$ cat config.mk
export PLATFORM = sky130hd
export DESIGN_NAME = avr_serial_tx
export DESIGN_NICKNAME = d
export VERILOG_FILES = /design/src/rtl/avr_serial_tx.sv
export SDC_FILE = /design/constraint.sdc
export NUM_CORES = 1
export LEC_CHECK = 0
export CORE_UTILIZATION = 55
export CTS_CLUSTER_DIAMETER = 80
export DETAILED_ROUTE_END_ITERATION = 6
export GPL_TIMING_DRIVEN = 0
export PLACE_DENSITY = 0.75
export SLEW_MARGIN = 20
export SYNTH_ARGS = -nofsm -noshare
export SYNTH_HDL_FRONTEND = slang
export SYNTH_SLANG_ARGS = --single-unit
$ cat constraint.sdc
create_clock -name clk -period 3.1 [get_ports clk]
set_clock_uncertainty 0.15 [all_clocks]
set_input_delay 0.465 -clock clk [delete_from_list [all_inputs] [get_ports clk]]
set_output_delay 0.465 -clock clk [all_outputs]
set_load 0.1 [all_outputs]
$ cat src/rtl/avr_serial_tx.sv
// 8N1 UART transmitter toward the AVR serial bridge, with a small byte FIFO
// and frame-granular honouring of the AVR's receive-busy flow control.
module avr_serial_tx #(
    parameter int CLK_PER_BIT = 100,
    parameter int FIFO_DEPTH  = 4
) (
    input  logic                          clk,
    input  logic                          rst,
    input  logic [7:0]                    tx_data,
    input  logic                          tx_valid,
    output logic                          tx_ready,
    input  logic                          avr_rx_busy,
    output logic                          avr_rx,
    output logic                          idle,
    output logic [$clog2(FIFO_DEPTH):0]   fifo_count
);

    localparam int PTR_W = $clog2(FIFO_DEPTH);
    localparam int CW    = PTR_W + 1;
    localparam int CNT_W = $clog2(CLK_PER_BIT);
    localparam logic [CW-1:0]    FULL     = CW'(FIFO_DEPTH);
    localparam logic [CNT_W-1:0] BIT_LAST = CNT_W'(CLK_PER_BIT - 1);

    typedef enum logic [1:0] {
        S_IDLE,
        S_START,
        S_DATA,
        S_STOP
    } state_t;

    state_t            state, state_nx;
    logic [CNT_W-1:0]  bit_cnt, bit_cnt_nx;
    logic [2:0]        bit_idx, bit_idx_nx;
    logic [7:0]        shift, shift_nx;
    logic              rx_nx;
    logic              pop;
    logic              push;
    logic              bit_done;

    logic [7:0]        mem [FIFO_DEPTH];
    logic [PTR_W-1:0]  wr_ptr, rd_ptr;

    logic              busy_meta, busy_s;

    assign tx_ready = (fifo_count != FULL);
    assign push     = tx_valid && tx_ready;
    assign idle     = (state == S_IDLE) && (fifo_count == '0);
    assign bit_done = (bit_cnt == BIT_LAST);

    // avr_rx_busy is asynchronous; two flops before the IDLE decision uses it
    always_ff @(posedge clk) begin
        if (rst) begin
            busy_meta <= 1'b0;
            busy_s    <= 1'b0;
        end else begin
            busy_meta <= avr_rx_busy;
            busy_s    <= busy_meta;
        end
    end

    always_ff @(posedge clk) begin
        if (push) begin
            mem[wr_ptr] <= tx_data;
        end
    end

    always_ff @(posedge clk) begin
        if (rst) begin
            wr_ptr     <= '0;
            rd_ptr     <= '0;
            fifo_count <= '0;
        end else begin
            if (push) begin
                wr_ptr <= wr_ptr + PTR_W'(1);
            end
            if (pop) begin
                rd_ptr <= rd_ptr + PTR_W'(1);
            end
            case ({push, pop})
                2'b10:   fifo_count <= fifo_count + CW'(1);
                2'b01:   fifo_count <= fifo_count - CW'(1);
                default: fifo_count <= fifo_count;
            endcase
        end
    end

    always_ff @(posedge clk) begin
        if (rst) begin
            state   <= S_IDLE;
            bit_cnt <= '0;
            bit_idx <= '0;
            avr_rx  <= 1'b1;
        end else begin
            state   <= state_nx;
            bit_cnt <= bit_cnt_nx;
            bit_idx <= bit_idx_nx;
            avr_rx  <= rx_nx;
        end
    end

    always_ff @(posedge clk) begin
        shift <= shift_nx;
    end

    // The line level is computed for the state being entered, so avr_rx
    // changes on the same edge as the state register.
    always_comb begin
        state_nx   = state;
        bit_cnt_nx = bit_cnt + CNT_W'(1);
        bit_idx_nx = bit_idx;
        shift_nx   = shift;
        rx_nx      = avr_rx;
        pop        = 1'b0;
        case (state)
            S_IDLE: begin
                bit_cnt_nx = '0;
                rx_nx      = 1'b1;
                if ((fifo_count != '0) && !busy_s) begin
                    pop      = 1'b1;
                    shift_nx = mem[rd_ptr];
                    state_nx = S_START;
                    rx_nx    = 1'b0;
                end
            end
            S_START: begin
                if (bit_done) begin
                    bit_cnt_nx = '0;
                    bit_idx_nx = '0;
                    state_nx   = S_DATA;
                    rx_nx      = shift[0];
                end
            end
            S_DATA: begin
                if (bit_done) begin
                    bit_cnt_nx = '0;
                    if (bit_idx == 3'd7) begin
                        state_nx = S_STOP;
                        rx_nx    = 1'b1;
                    end else begin
                        shift_nx   = {1'b0, shift[7:1]};
                        rx_nx      = shift[1];
                        bit_idx_nx = bit_idx + 3'd1;
                    end
                end
            end
            S_STOP: begin
                if (bit_done) begin
                    bit_cnt_nx = '0;
                    state_nx   = S_IDLE;
                end
            end
            default: begin
                state_nx = S_IDLE;
                rx_nx    = 1'b1;
            end
        endcase
    end

endmodule

==> out/qor.log <==
INFO  run_status     status=finished, final reports clean
INFO  worst_setup_path crit_path_max_incr_delay=0.98ns
INFO  min_path       hold_path_startpoint=busy_meta$_SDFF_PP0_
INFO  worst_setup_path reg2reg_from=state[0]$_SDFFE_PP0P_
INFO  synthesis      synth_top_family_by_area=simple AND/OR/NAND/NOR gates
INFO  worst_setup_path critPathCaptureType=primary output
INFO  layout         finalCoreUtilization=66.3%
INFO  synthesis      synth.lib_cells_used.distinct=39
INFO  pwr            irDropWorstVdd=0.764mV
INFO  clocking       clock_sinks=64
INFO  pwr            sequentialPowerShare=41.2%
INFO  run            maxCapViolCount=0
INFO  layout         flow.area_growth_from_synthesis=16.2%
INFO  global_route   grt_remaining_overflow=0
INFO  detailed_routing via_density_per_instance=5.27
INFO  timing         post-route-period-util=87.8%
INFO  detailed_routing vias=1534
INFO  timing         worstMarginPinSlew=0.971ns
INFO  synthesis      synth_mux_area_share=10.4%
INFO  worst_setup_path regToRegSetupSlack=0.40ns
INFO  synthesis      ys_seq_elements=64
INFO  synthesis      synth.largest_area_cell=sky130_fd_sc_hd__edfxtp_1
INFO  floorplan      placementRows=25
INFO  timing         timing.setup.tns=0ns
INFO  placed_design  placedCellCount=275
INFO  clocking       tritoncts=done
INFO  timing         setup_viol_count_final=0
INFO  worst_setup_path startpoint_type=flip-flop
INFO  worst_setup_path timing.critical_path.slowest_stage_cell=sky130_fd_sc_hd__clkdlybuf4s50_1
INFO  layout         diodes=0
INFO  timing         slew_margin_rel=35.1%
INFO  floorplan      floorplan.initialDensity=57.0%
INFO  placed_design  placement.io_buffers=17
INFO  clocking       clk_pin_slew_worst_paths=0.06ns
INFO  worst_setup_path critPathKind=reg2out
INFO  detailed_routing routed_wl=4400um
INFO  synthesis      yosys.cell_count.top_type=sky130_fd_sc_hd__edfxtp_1
INFO  global_route   grt_pass1_vias=1628
INFO  worst_setup_path startpoint=fifo_count[0]$_SDFFE_PP0P_
INFO  global_route   number_of_antenna_violations_at_the_first_check_in_global_routing=0
INFO  synthesis      synth_edf_count=40
INFO  worst_setup_path critical_path_peak_fanout=6
INFO  synthesis      post_synth_inst_count=191
INFO  synthesis      synthesized_netlist_net_count=216
INFO  detailed_routing post_drt_wl_per_cell=15.1um
INFO  timing         period_needed=2.72ns
INFO  clocking       htree_levels=3
INFO  worst_setup_path worst-r2r-cell-count=9
INFO  floorplan      fp.coreArea=4720um2
INFO  pwr            power.leakage=0.00112uW
INFO  pwr            switching_share=34.9%
INFO  floorplan      io-pin-count=18
INFO  clocking       clock_path_buffers=2
INFO  synthesis      yosys_warns=0
INFO  pwr            internal_power=1880uW
INFO  synthesis      yosysTopAreaCellShare=44.6%
INFO  min_path       min_delay_path_depth=1
INFO  pwr            p_comb_share=36.8%
INFO  synthesis      mappedNetlistArea=2690um2
INFO  timing         max_clock_freq=0.367GHz
INFO  clocking       clk-insertion-delay-late=0.32ns
INFO  clocking       ctsHoldBuffers=0
INFO  global_route   grt_usage=19.3%
INFO  synthesis      fraction_of_registers_with_async_set_reset=0%
INFO  layout         final_cells=291
INFO  layout         multiInputGateArea=948um2
INFO  synthesis      ys.flop_type=sky130_fd_sc_hd__edfxtp_1
INFO  detailed_routing final_antenna_net_count=0
INFO  global_route   first_pass_grt_wire_length=7310um
INFO  floorplan      die_w=72.0um
INFO  layout         sequential_cell_area=1680um2
INFO  clocking       root_buffer=sky130_fd_sc_hd__clkbuf_8
INFO  floorplan      die_y=72.0um
INFO  timing         rsz0062_at_grt=no
INFO  layout         drive_gt1_share=15.6%
INFO  synthesis      synth_sequential_area_ratio=62.4%
INFO  clocking       cts-buffers-inserted=9
INFO  layout         fillCellCount=339
INFO  worst_setup_path arrival=2.11ns
INFO  synthesis      synth_area_leaders=sky130_fd_sc_hd__edfxtp_1 (45%), sky130_fd_sc_hd__dfxtp_1 (18%), sky130_fd_sc_hd__mux4_2 (6.7%), sky130_fd_sc_hd__ha_1 (5.6%), sky130_fd_sc_hd__mux2_2 (3.3%)
INFO  floorplan      floorplan.die_area=5180um2
INFO  worst_setup_path critical_path_required=2.48ns
INFO  synthesis      synth.avg_cell_area=14.1um2
INFO  layout         finish.net_count=244
INFO  detailed_routing first_pass_iteration_count_of_the_detailed_router=4
INFO  detailed_routing drcViolationCount=0
INFO  synthesis      share_of_the_synthesized_area_in_compound_gates_ao_oa_aoi_oai=4.60%
INFO  synthesis      post_synth_and_or_nand_nor_area_fraction=10.5%
INFO  detailed_routing dr.first_iter.drc_count=95
INFO  pwr            p_clk_share=22.1%
INFO  min_path       worstHoldPathType=reg2reg
INFO  synthesis      yosys.area_share.adder=6.32%
INFO  placed_design  place_congestion=0.781
INFO  worst_setup_path crit_path_cell_trace=or3b_4 -> clkdlybuf4s50_1
INFO  synthesis      synth_commonest_cells=sky130_fd_sc_hd__edfxtp_1 (40), sky130_fd_sc_hd__dfxtp_1 (24), sky130_fd_sc_hd__nor2_1 (19), sky130_fd_sc_hd__ha_1 (12), sky130_fd_sc_hd__inv_1 (11)
INFO  min_path       min_delay_worst_endpoint=busy_s$_SDFF_PP0_
INFO  timing         slew_violations=0
INFO  pwr            power_density=924nW/um2
INFO  pwr            p_sw=1010uW
INFO  global_route   grt_start_max_net_pins=11
INFO  synthesis      synthXorXnorAreaFrac=3.25%
INFO  timing         final_hold_violating_endpoints=0
INFO  placed_design  dpl.hpwl=3200um
INFO  worst_setup_path worst_r2r_endpoint=fifo_count[2]$_SDFFE_PP0P_
==> routing by layer <==
layer / up-vias / share of wire [%] / GRT usage [%]
met5: - / 0 / 0
met4: 0 / 1.3 / 10.5
met3: 7 / 2.9 / 3.75
met2: 23 / 53 / 33.3
met1: 758 / 43 / 22.9
li1: 746 / - / -
==> registers in the layout, summed over array words and instances (netlist names), named ones only <==
name	cells
busy_meta	1
mem	32
busy_s	1
wr_ptr	2
bit_idx	3
rd_ptr	2
fifo_count	3
avr_rx	1
bit_cnt	7
state	2
shift	8
==> worst max-delay path: cells and delay by family, from the launching register on <==
family | cells | cell delay (ns)
buffers and inverters | 1 | 0.98
AND/OR/NAND/NOR | 1 | 0.45
flip-flops | 1 | 0.36
==> cells in the final DEF (no fill, tap or decap), types with 2 or more instances in the layout <==
master                            netlist  final
sky130_fd_sc_hd__clkbuf_1               3      8
sky130_fd_sc_hd__xnor2_1                6      6
sky130_fd_sc_hd__mux2_2                 8      8
sky130_fd_sc_hd__clkdlybuf4s50_1        0     16
sky130_fd_sc_hd__o21ai_0                6      6
sky130_fd_sc_hd__and2_1                 2      2
sky130_fd_sc_hd__nand2_1                7      7
sky130_fd_sc_hd__a21oi_1                4      4
sky130_fd_sc_hd__or3_1                  2      2
sky130_fd_sc_hd__nor3b_1                2      2
sky130_fd_sc_hd__edfxtp_1              40     40
sky130_fd_sc_hd__inv_1                 11     11
sky130_fd_sc_hd__nor3_1                 3      3
sky130_fd_sc_hd__nor2b_1                3      3
sky130_fd_sc_hd__ha_1                  12     12
sky130_fd_sc_hd__mux4_2                 8      8
sky130_fd_sc_hd__nand3_1                3      3
sky130_fd_sc_hd__xor2_1                 4      4
sky130_fd_sc_hd__a22o_1                 2      2
sky130_fd_sc_hd__and3_1                 4      4
sky130_fd_sc_hd__dfxtp_1               24     23
sky130_fd_sc_hd__nor2_1                19     19
sky130_fd_sc_hd__clkbuf_8               0      9
==> worst max path at each step <==
stage	end	depth (start not counted)
2_1_floorplan	fifo_count[2]$_SDFFE_PP0P_	9
3_3_place_gp	idle	3
3_5_place_dp	idle	3
4_1_cts	idle	3
5_1_grt	fifo_count[2]$_SDFFE_PP0P_	9
6_report	tx_ready	2
==> layout make-up <==
| type | count | share of cell area, % |
|---|---|---|
| multi-input combinational | 110 | 30.3 |
| timing repair buffer | 17 | 5.52 |
| inverter | 11 | 1.32 |
| tap | 67 | 2.68 |
| buffer | 6 | 0.799 |
| sequential | 64 | 53.8 |
| clock inverter | 2 | 1.08 |
| clock buffer | 14 | 4.56 |
==> logic make-up after synthesis <==
kind of cell / Yosys count
DFF: 64
xor gates and xnor gates: 10
AOI/OAI and AO/OA: 18
muxes: 17
buffers and inverters: 17
and+or+nand+nor: 52
adders and majority gates: 13
==> power by group through the flow <==
stage | Clock, uW | Combinational [uW] | Sequential (uW)
final | 639 | 1060 | 1190
after global routing | 690 | 1150 | 1200
after CTS | 652 | 1070 | 1190
after detailed placement | 0 | 1070 | 1210
after global placement | 0 | 1040 | 1190
after floorplan | 0 | 720 | 1310
==> repair_timing <==
action | 4_1_cts | 5_1_grt
resized for setup | 0 | 1
buffers inserted | 0 | 0
endpoints found under the setup margin | 0 | 1
==> metrics by stage <==
stage / setup slack (ns) / area [um2] / total power, uW / hold WS (ns)
2_1_floorplan: 0.0341 / 2700 / 2030 / 0.264
3_3_place_gp: 0.380 / 2950 / 2230 / 0.276
3_5_place_dp: 0.373 / 2950 / 2280 / 0.283
4_1_cts: 0.0180 / 3130 / 2920 / 0.297
5_1_grt: 0.311 / 3130 / 3040 / 0.315
6_report: 0.379 / 3130 / 2890 / 0.296
(Power assumes the default switching activity.)
